==> config.mk <==
export PLATFORM = sky130hd
export DESIGN_NAME = seven_seg_scan_driver
export DESIGN_NICKNAME = d
export VERILOG_FILES = /design/src/rtl/seven_seg_pkg.sv /design/src/rtl/bcd_to_seg.sv /design/src/rtl/seven_seg_scan_driver.sv
export SDC_FILE = /design/constraint.sdc
export NUM_CORES = 1
export LEC_CHECK = 0
export BUFFER_PORTS_ARGS = -buffer_cell sky130_fd_sc_hd__buf_4
export CORE_MARGIN = 10
export CORE_UTILIZATION = 45
export CTS_CLUSTER_DIAMETER = 40
export CTS_CLUSTER_SIZE = 20
export DETAILED_ROUTE_END_ITERATION = 7
export PLACE_DENSITY = 0.63
export SLEW_MARGIN = 30
export SYNTH_ARGS = -nofsm -noshare
export SYNTH_HDL_FRONTEND = slang
export SYNTH_SLANG_ARGS = --single-unit
==> constraint.sdc <==
create_clock -name clk_i -period 2.3 [get_ports clk_i]
set_clock_uncertainty 0.2 [all_clocks]
set_input_delay 0.23 -clock clk_i [delete_from_list [all_inputs] [get_ports clk_i]]
set_output_delay 0.23 -clock clk_i [all_outputs]
set_load 0.005 [all_outputs]
==> src/rtl/seven_seg_pkg.sv <==
// Shared constants for the 7-segment scan driver: segment patterns ({g,f,e,d,c,b,a}),
// the scan-slot type and the slot index of each displayed digit.
package seven_seg_pkg;

  localparam logic [6:0] SEG_0     = 7'h3F;
  localparam logic [6:0] SEG_1     = 7'h06;
  localparam logic [6:0] SEG_2     = 7'h5B;
  localparam logic [6:0] SEG_3     = 7'h4F;
  localparam logic [6:0] SEG_4     = 7'h66;
  localparam logic [6:0] SEG_5     = 7'h6D;
  localparam logic [6:0] SEG_6     = 7'h7D;
  localparam logic [6:0] SEG_7     = 7'h07;
  localparam logic [6:0] SEG_8     = 7'h7F;
  localparam logic [6:0] SEG_9     = 7'h6F;
  localparam logic [6:0] SEG_DASH  = 7'h40;
  localparam logic [6:0] SEG_BLANK = 7'h00;

  typedef logic [1:0] slot_t;

  localparam slot_t DIG_HI_TENS = 2'd0;
  localparam slot_t DIG_HI_ONES = 2'd1;
  localparam slot_t DIG_LO_TENS = 2'd2;
  localparam slot_t DIG_LO_ONES = 2'd3;

  // Slot 0 drives the leftmost digit, which sits on enable bit 3.
  function automatic logic [3:0] slot_onehot(slot_t slot);
    return 4'b1000 >> slot;
  endfunction

endpackage

==> src/rtl/bcd_to_seg.sv <==
// Combinational BCD to 7-segment decoder; non-BCD codes show a dash.
module bcd_to_seg
  import seven_seg_pkg::*;
(
  input  logic [3:0] bcd_i,
  output logic [6:0] seg_o
);

  always_comb begin
    seg_o = SEG_DASH;
    case (bcd_i)
      4'd0:    seg_o = SEG_0;
      4'd1:    seg_o = SEG_1;
      4'd2:    seg_o = SEG_2;
      4'd3:    seg_o = SEG_3;
      4'd4:    seg_o = SEG_4;
      4'd5:    seg_o = SEG_5;
      4'd6:    seg_o = SEG_6;
      4'd7:    seg_o = SEG_7;
      4'd8:    seg_o = SEG_8;
      4'd9:    seg_o = SEG_9;
      default: seg_o = SEG_DASH;
    endcase
  end

endmodule

==> src/rtl/seven_seg_scan_driver.sv <==
// Four-digit multiplexed 7-segment driver with per-frame snapshot, dead time and blanking.
// Define SEVSEG_BRIGHTNESS_EN to add the brightness_i PWM dimming input.
module seven_seg_scan_driver
  import seven_seg_pkg::*;
#(
  parameter int unsigned SCAN_DIV     = 1000,
  parameter int unsigned BLANK_CYCLES = 4
) (
  input  logic       clk_i,
  input  logic       rst_i,
`ifdef SEVSEG_BRIGHTNESS_EN
  input  logic [2:0] brightness_i,
`endif
  input  logic [3:0] hi_tens_i,
  input  logic [3:0] hi_ones_i,
  input  logic [3:0] lo_tens_i,
  input  logic [3:0] lo_ones_i,
  input  logic       colon_i,
  input  logic       lzb_i,
  output logic [6:0] seg_o,
  output logic       dp_o,
  output logic [3:0] dig_en_o,
  output logic       frame_o
);

  localparam int unsigned CntW = (SCAN_DIV > 1) ? $clog2(SCAN_DIV) : 1;
  localparam logic [CntW-1:0] CntLast = CntW'(SCAN_DIV - 1);

  logic [CntW-1:0] cnt_q, cnt_d;
  slot_t           slot_q, slot_d;
  logic [3:0][3:0] snap_q, snap_d;
  logic            colon_q, colon_d;
  logic [6:0]      seg_d;
  logic            dp_d, frame_d;
  logic [3:0]      dig_en_d;

  logic       slot_end, frame_end, live, pwm_on, lz_blank, en;
  logic [6:0] dec_seg;

  assign slot_end  = (cnt_q == CntLast);
  assign frame_end = slot_end && (slot_q == DIG_LO_ONES);

  if (BLANK_CYCLES == 0) begin : g_no_dead
    assign live = 1'b1;
  end else begin : g_dead
    assign live = (cnt_q >= CntW'(BLANK_CYCLES));
  end

`ifdef SEVSEG_BRIGHTNESS_EN
  logic [2:0] pwm_cnt_q;

  always_ff @(posedge clk_i or posedge rst_i) begin
    if (rst_i) begin
      pwm_cnt_q <= '0;
    end else begin
      pwm_cnt_q <= pwm_cnt_q + 3'd1;
    end
  end

  assign pwm_on = (pwm_cnt_q <= brightness_i);
`else
  assign pwm_on = 1'b1;
`endif

  bcd_to_seg u_bcd_to_seg (
    .bcd_i (snap_q[slot_q]),
    .seg_o (dec_seg)
  );

  // lzb_i is deliberately live; only the digit value comes from the snapshot.
  assign lz_blank = (slot_q == DIG_HI_TENS) && lzb_i && (snap_q[DIG_HI_TENS] == 4'd0);
  assign en       = live && pwm_on && !lz_blank;

  always_comb begin
    cnt_d   = slot_end ? '0 : cnt_q + 1'b1;
    slot_d  = slot_end ? slot_q + 2'd1 : slot_q;
    snap_d  = snap_q;
    colon_d = colon_q;
    if (frame_end) begin
      snap_d[DIG_HI_TENS] = hi_tens_i;
      snap_d[DIG_HI_ONES] = hi_ones_i;
      snap_d[DIG_LO_TENS] = lo_tens_i;
      snap_d[DIG_LO_ONES] = lo_ones_i;
      colon_d             = colon_i;
    end

    dig_en_d = en ? slot_onehot(slot_q) : 4'b0000;
    seg_d    = en ? dec_seg : SEG_BLANK;
    dp_d     = en && (slot_q == DIG_HI_ONES) && colon_q;
    frame_d  = frame_end;
  end

  always_ff @(posedge clk_i or posedge rst_i) begin
    if (rst_i) begin
      cnt_q    <= '0;
      slot_q   <= DIG_HI_TENS;
      snap_q   <= '0;
      colon_q  <= 1'b0;
      seg_o    <= SEG_BLANK;
      dp_o     <= 1'b0;
      dig_en_o <= 4'b0000;
      frame_o  <= 1'b0;
    end else begin
      cnt_q    <= cnt_d;
      slot_q   <= slot_d;
      snap_q   <= snap_d;
      colon_q  <= colon_d;
      seg_o    <= seg_d;
      dp_o     <= dp_d;
      dig_en_o <= dig_en_d;
      frame_o  <= frame_d;
    end
  end

endmodule

==> flow_summary_export.csv <==
group,metric,value,unit
placed_design,dp.cells,240,
synthesis,synth_area_leaders,"dfrtp_1 (52%), ha_1 (6.8%), mux2_4 (6.7%)",
synthesis,synth.most_common_cell,"dfrtp_1",
clock_network,clk_pin_slew,80,ps
pwr,switching_share,0.217,
critical_path,r2r_slack,130,ps
floorplanning,die_area,7580,um^2
cells_and_area,stdcell_count,266,
pwr,pwr-share-seq,0.555,
clock_network,cts.path.max_buffers,2,
synthesis,async_flop_share,1.00,
critical_path,endpoint_kind,"flip-flop",
floorplanning,die_h,87.1,um
placed_design,port_buffers,32,
clock_network,clock_sinks,42,
synthesis,ys_ff_latch,42,
global_routing,antenna_found_initial,0,
route,via_per_inst,4.93,
global_routing,grt_pass1_wl,6670,um
synthesis,synth-main-ff-cell,"dfrtp_1",
placed_design,dpl_cell_area,2320,um^2
floorplanning,core,4350,um^2
route,drtAntennaViolNets,0,
timing,max_slew.worst_pin.slew,523,ps
critical_path,crit_type,"flip-flop to flip-flop",
synthesis,ys_warn_count,0,
timing,hold_viol_final,0,
floorplanning,pin_count,33,
pwr,p_int,1100,uW
global_routing,grt_usage,0.109,
critical_path,worstPathRequired,2280,ps
route,wire_per_inst,14.3,um
timing,maxSlewHeadroom,0.652,
critical_path,start_kind,"flip-flop",
synthesis,synthesis.nets,190,
timing,rsz0062_at_grt,"no",
pwr,p_leak,0.00125,uW
synthesis,synth_top_area_frac,0.519,
placed_design,gp_congestion,0.816,
floorplanning,start_util,0.465,
route,wirelength,3810,um
pwr,power_density,540,nW/um^2
clock_network,ctsRootBufferMaster,"clkbuf_8",
clock_network,cts_resized,0,
cells_and_area,fin_area,2590,um^2
floorplanning,rows,24,
timing,tns,0,ps
floorplanning,die_w,87.1,um
synthesis,synthTopCellsByCount,"dfrtp_1 (42), ha_1 (11), inv_1 (11)",
global_routing,grt_pass1_vias,1388,
clock_network,insertion_delay,290,ps
clock_network,cts_buffers,5,
timing,min_period,2170,ps
timing,post-route-period-util,0.944,
flow_run,cap_violations,0,
route,first_pass_iters,4,
pwr,ir_worst_vdd,0.348,mV
pwr,pwr-share-comb,0.102,
route,vias,1312,
route,drt_iter0_markers,73,
synthesis,synth_edf_count,0,
cells_and_area,layout-drive-gt1-share,0.318,
critical_path,cp_data_arrival_time,2150,ps
global_routing,gr-total-overflow,0,
route,drcViolationCount,0,
critical_path,crit_fanout,7,
synthesis,synth.distinct_cells,36,
synthesis,syn-cell-area,2020,um^2
worst_hold_path,min_path_type,"flip-flop to flip-flop",
synthesis,synth_cells,159,
synthesis,avgSynthCellArea,12.7,um^2
clock_network,cts_tree,"yes",
placed_design,hpwl,2810,um
status,outcome,"completed",
timing,slew_viol_final,0,
clock_network,htree_levels,2,
cells_and_area,area_growth,28.0,%
timing,fmax,460,MHz
cells_and_area,antenna_cells,0,
pwr,power_frac_clock,0.343,
cells_and_area,nets,244,
global_routing,grt_start_max_net_pins,43,
pwr,p_switching,304,uW
synthesis,yosys.area.top_type,"dfrtp_1",
timing,setup_viol,0,
synthesis,ys_seq_area_frac,0.519,
final cells by class:
type                    instances  area (um^2)
clock buffers                   7         86.3
clock inverters                 1         5.00
fillers                       332         1760
inverters                      11         41.3
multi-input cells              99          891
flip-flops and latches         42         1050
well taps                      52         65.1
repair buffers                 54          450
power groups by stage:
stage / clock, uW / sequential (uW) / combinational [uW]
after global routing: 528 / 780 / 161
after CTS: 506 / 777 / 146
after floorplan: 0 / 788 / 62.8
final: 480 / 777 / 142
after detailed placement: 0 / 792 / 120
after global placement: 0 / 792 / 118
cells by family (layout without fill, tap and decap cells):
group           count (synthesis)  after routing  share of synthesized area
mux                            21             21                      0.156
simple gates                   43             43                      0.134
xor+xnor                        7              7                     0.0303
fa+ha+maj                      11             11                     0.0680
compound gates                 17             17                     0.0526
buf+inv                        18             73                     0.0402
flops                          42             42                      0.519
timing repair:
item,CTS,global route
setup endpoints to repair,0,0
setup buffers,0,0
hold buffers,18,0
endpoints found under the hold margin,59,0
sequential cells by signal (all words and copies together) (netlist names):
signal	count
cnt_q	10
colon_q	1
slot_q	2
seg_o	7
snap_q	16
dig_en_o	4
frame_o	1
dp_o	1
layout by cell type, fill, tap and decap left out, drive strengths merged:
cell type    instances
o21ba                1
nand4                1
or2                  1
mux2                17
mux4                 4
nand2b               2
nor2                 8
buf                 36
dlygate4sd3         18
nor4b                1
nor2b                6
xnor2                3
xor2                 4
o31a                 1
nand2                4
nor4                 3
nand3                7
and4                 1
clkinv               1
and2                 5
a21oi                4
o22ai                1
o21ai                6
inv                 11
nor3b                1
o31ai                1
o21a                 1
a22o                 1
clkbuf               7
and3                 3
dfrtp               42
a22oi                1
ha                  11
metal layers:
layer  GRT usage  vias to the layer above  wire (um)
met3      0.0375                        5        188
met4      0.0442                        0         36
met2       0.167                       23       1830
li1            -                      652          -
met5           0                        -          0
met1       0.137                      632       1750
worst max-delay path, stage by stage (launching register included):
cell and delay, ps:
dfrtp_1 550, mux4_2 590, inv_1 120, ha_1 250, nand2b_1 150, a21oi_1 150
nor2b_1 60
final timing paths:
check                       endpoint  cells past startpoint  startpoint
hold reg to reg             cnt_q[0]                      1    cnt_q[0]
min in group asynchronous   cnt_q[9]                      4       rst_i
setup / recovery            seg_o[3]                      6   slot_q[0]
setup reg to reg            seg_o[3]                      6   slot_q[0]
hold / removal              cnt_q[0]                      1    cnt_q[0]
max in group asynchronous  snap_q[0]                      4       rst_i
metrics by stage:
stage | worst slack [ps] | util | power, uW | hold WS [ps]
finish | 128 | 0.595 | 1400 | 289
global placement | 195 | 0.532 | 910 | 190
floorplan | 214 | - | 851 | 179
global route | 7.49 | 0.595 | 1470 | 319
detailed placement | 133 | 0.532 | 913 | 198
CTS | 118 | 0.595 | 1430 | 291
No activity file was read; power rests on OpenSTA's default activity.
